`config.mk`:
```
export PLATFORM = sky130hd
export DESIGN_NAME = ids_window_sequencer
export DESIGN_NICKNAME = d
export VERILOG_FILES = /design/src/rtl/ids_window_sequencer.sv
export SDC_FILE = /design/constraint.sdc
export NUM_CORES = 1
export LEC_CHECK = 0
export CAP_MARGIN = 10
export CORE_ASPECT_RATIO = 0.7
export CORE_MARGIN = 1.5
export CORE_UTILIZATION = 54
export DETAILED_ROUTE_END_ITERATION = 12
export PLACE_DENSITY = 0.78
export SYNTH_ARGS = -nofsm -noshare
export SYNTH_HDL_FRONTEND = slang
export SYNTH_SLANG_ARGS = --single-unit
```
`constraint.sdc`:
```
create_clock -name clk -period 2.35 [get_ports clk]
set_input_delay 0.47 -clock clk [delete_from_list [all_inputs] [get_ports clk]]
set_output_delay 0.47 -clock clk [all_outputs]
set_load 0.005 [all_outputs]
```
`src/rtl/ids_window_sequencer.sv`:
```
// IDS chi-square front-end: routes samples to population/window stores,
// paces statistic calculations and tracks verdict, overrun and timeout.
module ids_window_sequencer #(
  parameter int POPSIZE      = 100,
  parameter int WINSIZE      = 200,
  parameter int FRAME_SIZE   = 20,
  parameter int DATA_WIDTH   = 8,
  parameter int ADDR_WIDTH   = 8,
  parameter int CALC_TIMEOUT = 255
) (
  input  logic                  clk,
  input  logic                  rst,
  input  logic                  data_rdy,
  input  logic [DATA_WIDTH-1:0] data_in,
  output logic                  samp_valid,
  output logic [DATA_WIDTH-1:0] samp_data,
  output logic [ADDR_WIDTH-1:0] samp_addr,
  output logic                  samp_is_pop,
  output logic                  calc_start,
  input  logic                  calc_done,
  input  logic                  calc_exceed,
  output logic                  is_attacked,
  output logic [1:0]            phase,
  output logic                  calc_busy,
  output logic                  frame_overrun,
  output logic                  calc_timeout
);

  localparam logic [1:0] POP_FILL  = 2'd0;
  localparam logic [1:0] WIN_PRIME = 2'd1;
  localparam logic [1:0] RUN       = 2'd2;
  localparam int FW = $clog2(FRAME_SIZE + 1);
  localparam int TW = $clog2(CALC_TIMEOUT + 1);

  logic [1:0]            state_q, state_d;
  logic [ADDR_WIDTH-1:0] pop_cnt, win_ptr;
  logic [FW-1:0]         frame_cnt;
  logic [TW-1:0]         tmo_cnt;
  logic                  req_q, req_d;
  logic                  pop_last, win_last, frame_last;
  logic                  done_ok, tmo_hit, busy_free;

  assign pop_last   = pop_cnt == ADDR_WIDTH'(POPSIZE - 1);
  assign win_last   = win_ptr == ADDR_WIDTH'(WINSIZE - 1);
  assign frame_last = frame_cnt == FW'(FRAME_SIZE - 1);

  // A finishing or expiring calculation frees the slot for a same-edge request
  assign done_ok   = calc_done && calc_busy;
  assign tmo_hit   = calc_busy && !calc_done && (tmo_cnt == '0);
  assign busy_free = !calc_busy || done_ok || tmo_hit;

  always_ff @(posedge clk) begin
    if (!rst) state_q <= POP_FILL;
    else      state_q <= state_d;
  end

  always_comb begin
    state_d = state_q;
    req_d   = 1'b0;
    if (data_rdy) begin
      case (state_q)
        POP_FILL:  if (pop_last) state_d = WIN_PRIME;
        WIN_PRIME: if (win_last) begin
          state_d = RUN;
          req_d   = 1'b1;
        end
        RUN:       req_d = frame_last;
        default:   state_d = POP_FILL;
      endcase
    end
  end

  always_comb begin
    phase = state_q;
  end

  always_ff @(posedge clk) begin
    if (!rst) begin
      pop_cnt     <= '0;
      win_ptr     <= '0;
      frame_cnt   <= '0;
      req_q       <= 1'b0;
      samp_valid  <= 1'b0;
      samp_data   <= '0;
      samp_addr   <= '0;
      samp_is_pop <= 1'b0;
    end else begin
      req_q      <= req_d;
      samp_valid <= data_rdy;
      if (data_rdy) begin
        samp_data   <= data_in;
        samp_is_pop <= state_q == POP_FILL;
        if (state_q == POP_FILL) begin
          samp_addr <= pop_cnt;
          pop_cnt   <= pop_cnt + 1'b1;
        end else begin
          samp_addr <= win_ptr;
          win_ptr   <= win_last ? '0 : win_ptr + 1'b1;
          if (state_q == RUN)
            frame_cnt <= frame_last ? '0 : frame_cnt + 1'b1;
        end
      end
    end
  end

  always_ff @(posedge clk) begin
    if (!rst) begin
      calc_start    <= 1'b0;
      calc_busy     <= 1'b0;
      tmo_cnt       <= '0;
      is_attacked   <= 1'b0;
      frame_overrun <= 1'b0;
      calc_timeout  <= 1'b0;
    end else begin
      calc_start <= 1'b0;
      if (done_ok) is_attacked <= calc_exceed;
      if (tmo_hit) calc_timeout <= 1'b1;
      if (req_q && busy_free) begin
        calc_start <= 1'b1;
        calc_busy  <= 1'b1;
        tmo_cnt    <= TW'(CALC_TIMEOUT - 1);
      end else begin
        if (req_q) frame_overrun <= 1'b1;
        if (done_ok || tmo_hit) calc_busy <= 1'b0;
        else if (calc_busy)     tmo_cnt <= tmo_cnt - 1'b1;
      end
    end
  end

endmodule

```
==> out/metrics.cfg <==
[outcome]
status=finished, violations left
violations=DRC

[critical_path]
critPathCaptureType=flip-flop
endpoint=tmo_cnt[7]$_SDFFE_PN0P_
cp.arrival_ns=2.22
reg2reg_to=tmo_cnt[7]$_SDFFE_PN0P_
worstPathMaxFanout=5
required_ns=2.56
r2r_start=tmo_cnt[0]$_SDFFE_PP0P_
rr_worst_depth=6
critical_path_class=flip-flop to flip-flop
cp-startpoint=tmo_cnt[0]$_SDFFE_PP0P_
ff2ff_setup_slack_ns=0.34
cp-start-kind=flip-flop

[sta]
worst_pin_slew_ns=0.471
min_period_over_period_pct=85.6
finalHoldViolations=0
fin_setup_tns_ns=0
rsz0062_at_grt=no
fin_skew_ns=0.00954
fmax_ghz=0.497
period_minus_slack_ns=2.01
slew_headroom_pct=68.2
slew_violations=0
finalSetupViolations=0
setup_slack_ns=0.338

[global_routing]
grt_max_degree=54
grt_pass1_wl_mm=8.83
first_global_vias=1832
overflow=0
grt_use_total_pct=21.7
antenna_found_initial=0

[die]
fp.dieW_um=85.3
die_y_um=60.6
dieArea_mm2=0.00516
ioPinCount=38
placementRows=20
coreArea_mm2=0.00445
initial_core_util_pct=57.4

[cells_and_area]
multi_input_area_mm2=0.00137
drive_gt1_share_pct=7.23
post-route-util_pct=69.8
final-seq-area_mm2=0.00110
fin_area_mm2=0.00311
n_antenna_cell=0
areaGrowthSynthToFinish_pct=21.6
final_nets=337
fill_cells=346

[place]
port_buffers=37
globalplace.congestion=0.819
hpwl_mm=3.73
place_ws_ns=0.0277
postPlaceCellArea_mm2=0.00302

[power]
max-vdd-ir-drop_mv=0.342
cellPowerDensity_mw_per_mm2=521
power_frac_clock_pct=32.3
comb_power_share_pct=8.0
p_sw_share_pct=23.2
p_int_w=0.00125
p_switching_w=0.000376
pwr-share-seq_pct=59.6
p_leak_nw=1.36

[cts]
ctsHoldBuffers=0
cts_tree=built
cts_buffers=5
cts_sinks=55
h-tree-depth=2
cts_resized=0
clk_pin_slew_worst_paths_ns=0.10
post-cts-setup-buffers=0
clockBufferDepth=2
root_buffer=clkbuf_8
clk_latency_ns=0.30

[route]
drc_errors=2
drt_iter0_markers=174
ant_nets=0
avgViaCountPerCell=5.56
wl_mm=5.25
wire_per_inst_um=14.1
dr.pass1.iters=8
via_count=2075

[synth]
ys.flop_type=dfxtp_1
synthTopCellsByCount=dfxtp_1, nand2_1, mux2i_1
synthArstFlopShare_pct=0
synth_top_area_share_pct=43.1
yosys-top-cells-area=dfxtp_1, mux2i_1, nand2_1
yosysMostFrequentCell=dfxtp_1
yosysSeqAreaShare_pct=43.1
synth_enable_flop_cells=0
ys_warn_count=0
syn-cell-area_mm2=0.00256
synth_nets=298
yosys.area.top_type=dfxtp_1
netlist_instances=278
yosysUniqueCellTypes=45
postSynthAreaPerCell_um2=9.20
ys_ff_latch=55

[min_path]
min_path_cells=2
hold_class=flip-flop to flip-flop

[run]
max-cap-violations=0

## layout make-up
cell class	count	area share, %
inverters	7	0.845
multi-input cells	202	44.1
clock inverters	3	0.724
flip-flops and latches	55	35.4
well taps	55	2.21
repair buffers	46	14.5
clock buffers	5	2.21
## state kept, by name, summed over array words and instances, names as in the netlist, 2 cells and up
signal / count
frame_cnt: 5
tmo_cnt: 8
pop_cnt: 8
samp_data: 8
samp_addr: 8
win_ptr: 8
phase: 2
## power groups by stage
stage | Clock, W | Sequential [W] | Combinational [W]
global placement | 0 | 0.000988 | 0.000129
floorplan | 0 | 0.000988 | 0.0000594
finish | 0.000524 | 0.000967 | 0.000130
global route | 0.000583 | 0.000970 | 0.000143
detailed placement | 0 | 0.000988 | 0.000131
CTS | 0.000543 | 0.000967 | 0.000132
## cell families (layout without fill, tap and decap cells)
family	count (synthesis)	in the layout	synth area share, %
mux	19	19	7.49
fa+ha+maj	7	7	3.42
buf+inv	21	61	3.28
compound gates	46	46	13.6
simple gates	117	117	24.7
xor+xnor	13	13	4.45
flops	55	55	43.1
## how the worst min path moves through the flow
stage	start	slack, ns	endpoint
final	is_attacked$_SDFFE_PN0P_	0.47	is_attacked$_SDFFE_PN0P_
after global routing	is_attacked$_SDFFE_PN0P_	0.50	is_attacked$_SDFFE_PN0P_
after CTS	is_attacked$_SDFFE_PN0P_	0.48	is_attacked$_SDFFE_PN0P_
after detailed placement	is_attacked$_SDFFE_PN0P_	0.47	is_attacked$_SDFFE_PN0P_
after global placement	is_attacked$_SDFFE_PN0P_	0.45	is_attacked$_SDFFE_PN0P_
after floorplan	is_attacked$_SDFFE_PN0P_	0.46	is_attacked$_SDFFE_PN0P_
## metrics by stage
step | total power, W | instances | hold WS (ns)
2_1_floorplan | 0.00105 | 278 | 0.460
3_3_place_gp | 0.00112 | 365 | 0.448
3_5_place_dp | 0.00112 | 365 | 0.466
4_1_cts | 0.00164 | 373 | 0.480
5_1_grt | 0.00170 | 373 | 0.500
6_report | 0.00162 | 373 | 0.473
## critical path, stage by stage, from the launching register on
cell and delay [ns]:
dfxtp_1 0.36, inv_1 0.08, ha_1 0.20, or3b_2 0.48
o31ai_1 0.25, mux2_1 0.35, o211a_1 0.20
## metal layers
metal,vias to the layer above,GRT usage [%],wire length [µm]
li1,1052,-,-
met1,943,33.1,2720
met2,78,30.4,2010
met3,2,6.53,505
met4,0,4.15,18
met5,-,0,0
## layout by cell type, fill, tap and decap left out, types with 3 or more instances in the layout
cell,Yosys,final
mux2i_1,18,18
nor2b_1,15,15
clkbuf_8,0,5
nor3_1,8,8
xnor2_1,7,7
a21oi_1,10,10
a21boi_0,7,7
xor2_1,6,6
and3_1,6,6
nand4b_1,3,3
nand3_1,7,7
nand2b_1,3,3
inv_1,7,7
buf_4,1,8
nor2_1,13,13
clkdlybuf4s50_1,0,37
o211a_1,10,10
nand4_1,4,4
ha_1,7,7
o21ai_0,4,4
or3_1,3,3
o31ai_1,3,3
nor4_1,3,3
and2_1,11,11
dfxtp_1,55,55
nand2_1,32,32
(Power assumes the default switching activity.)
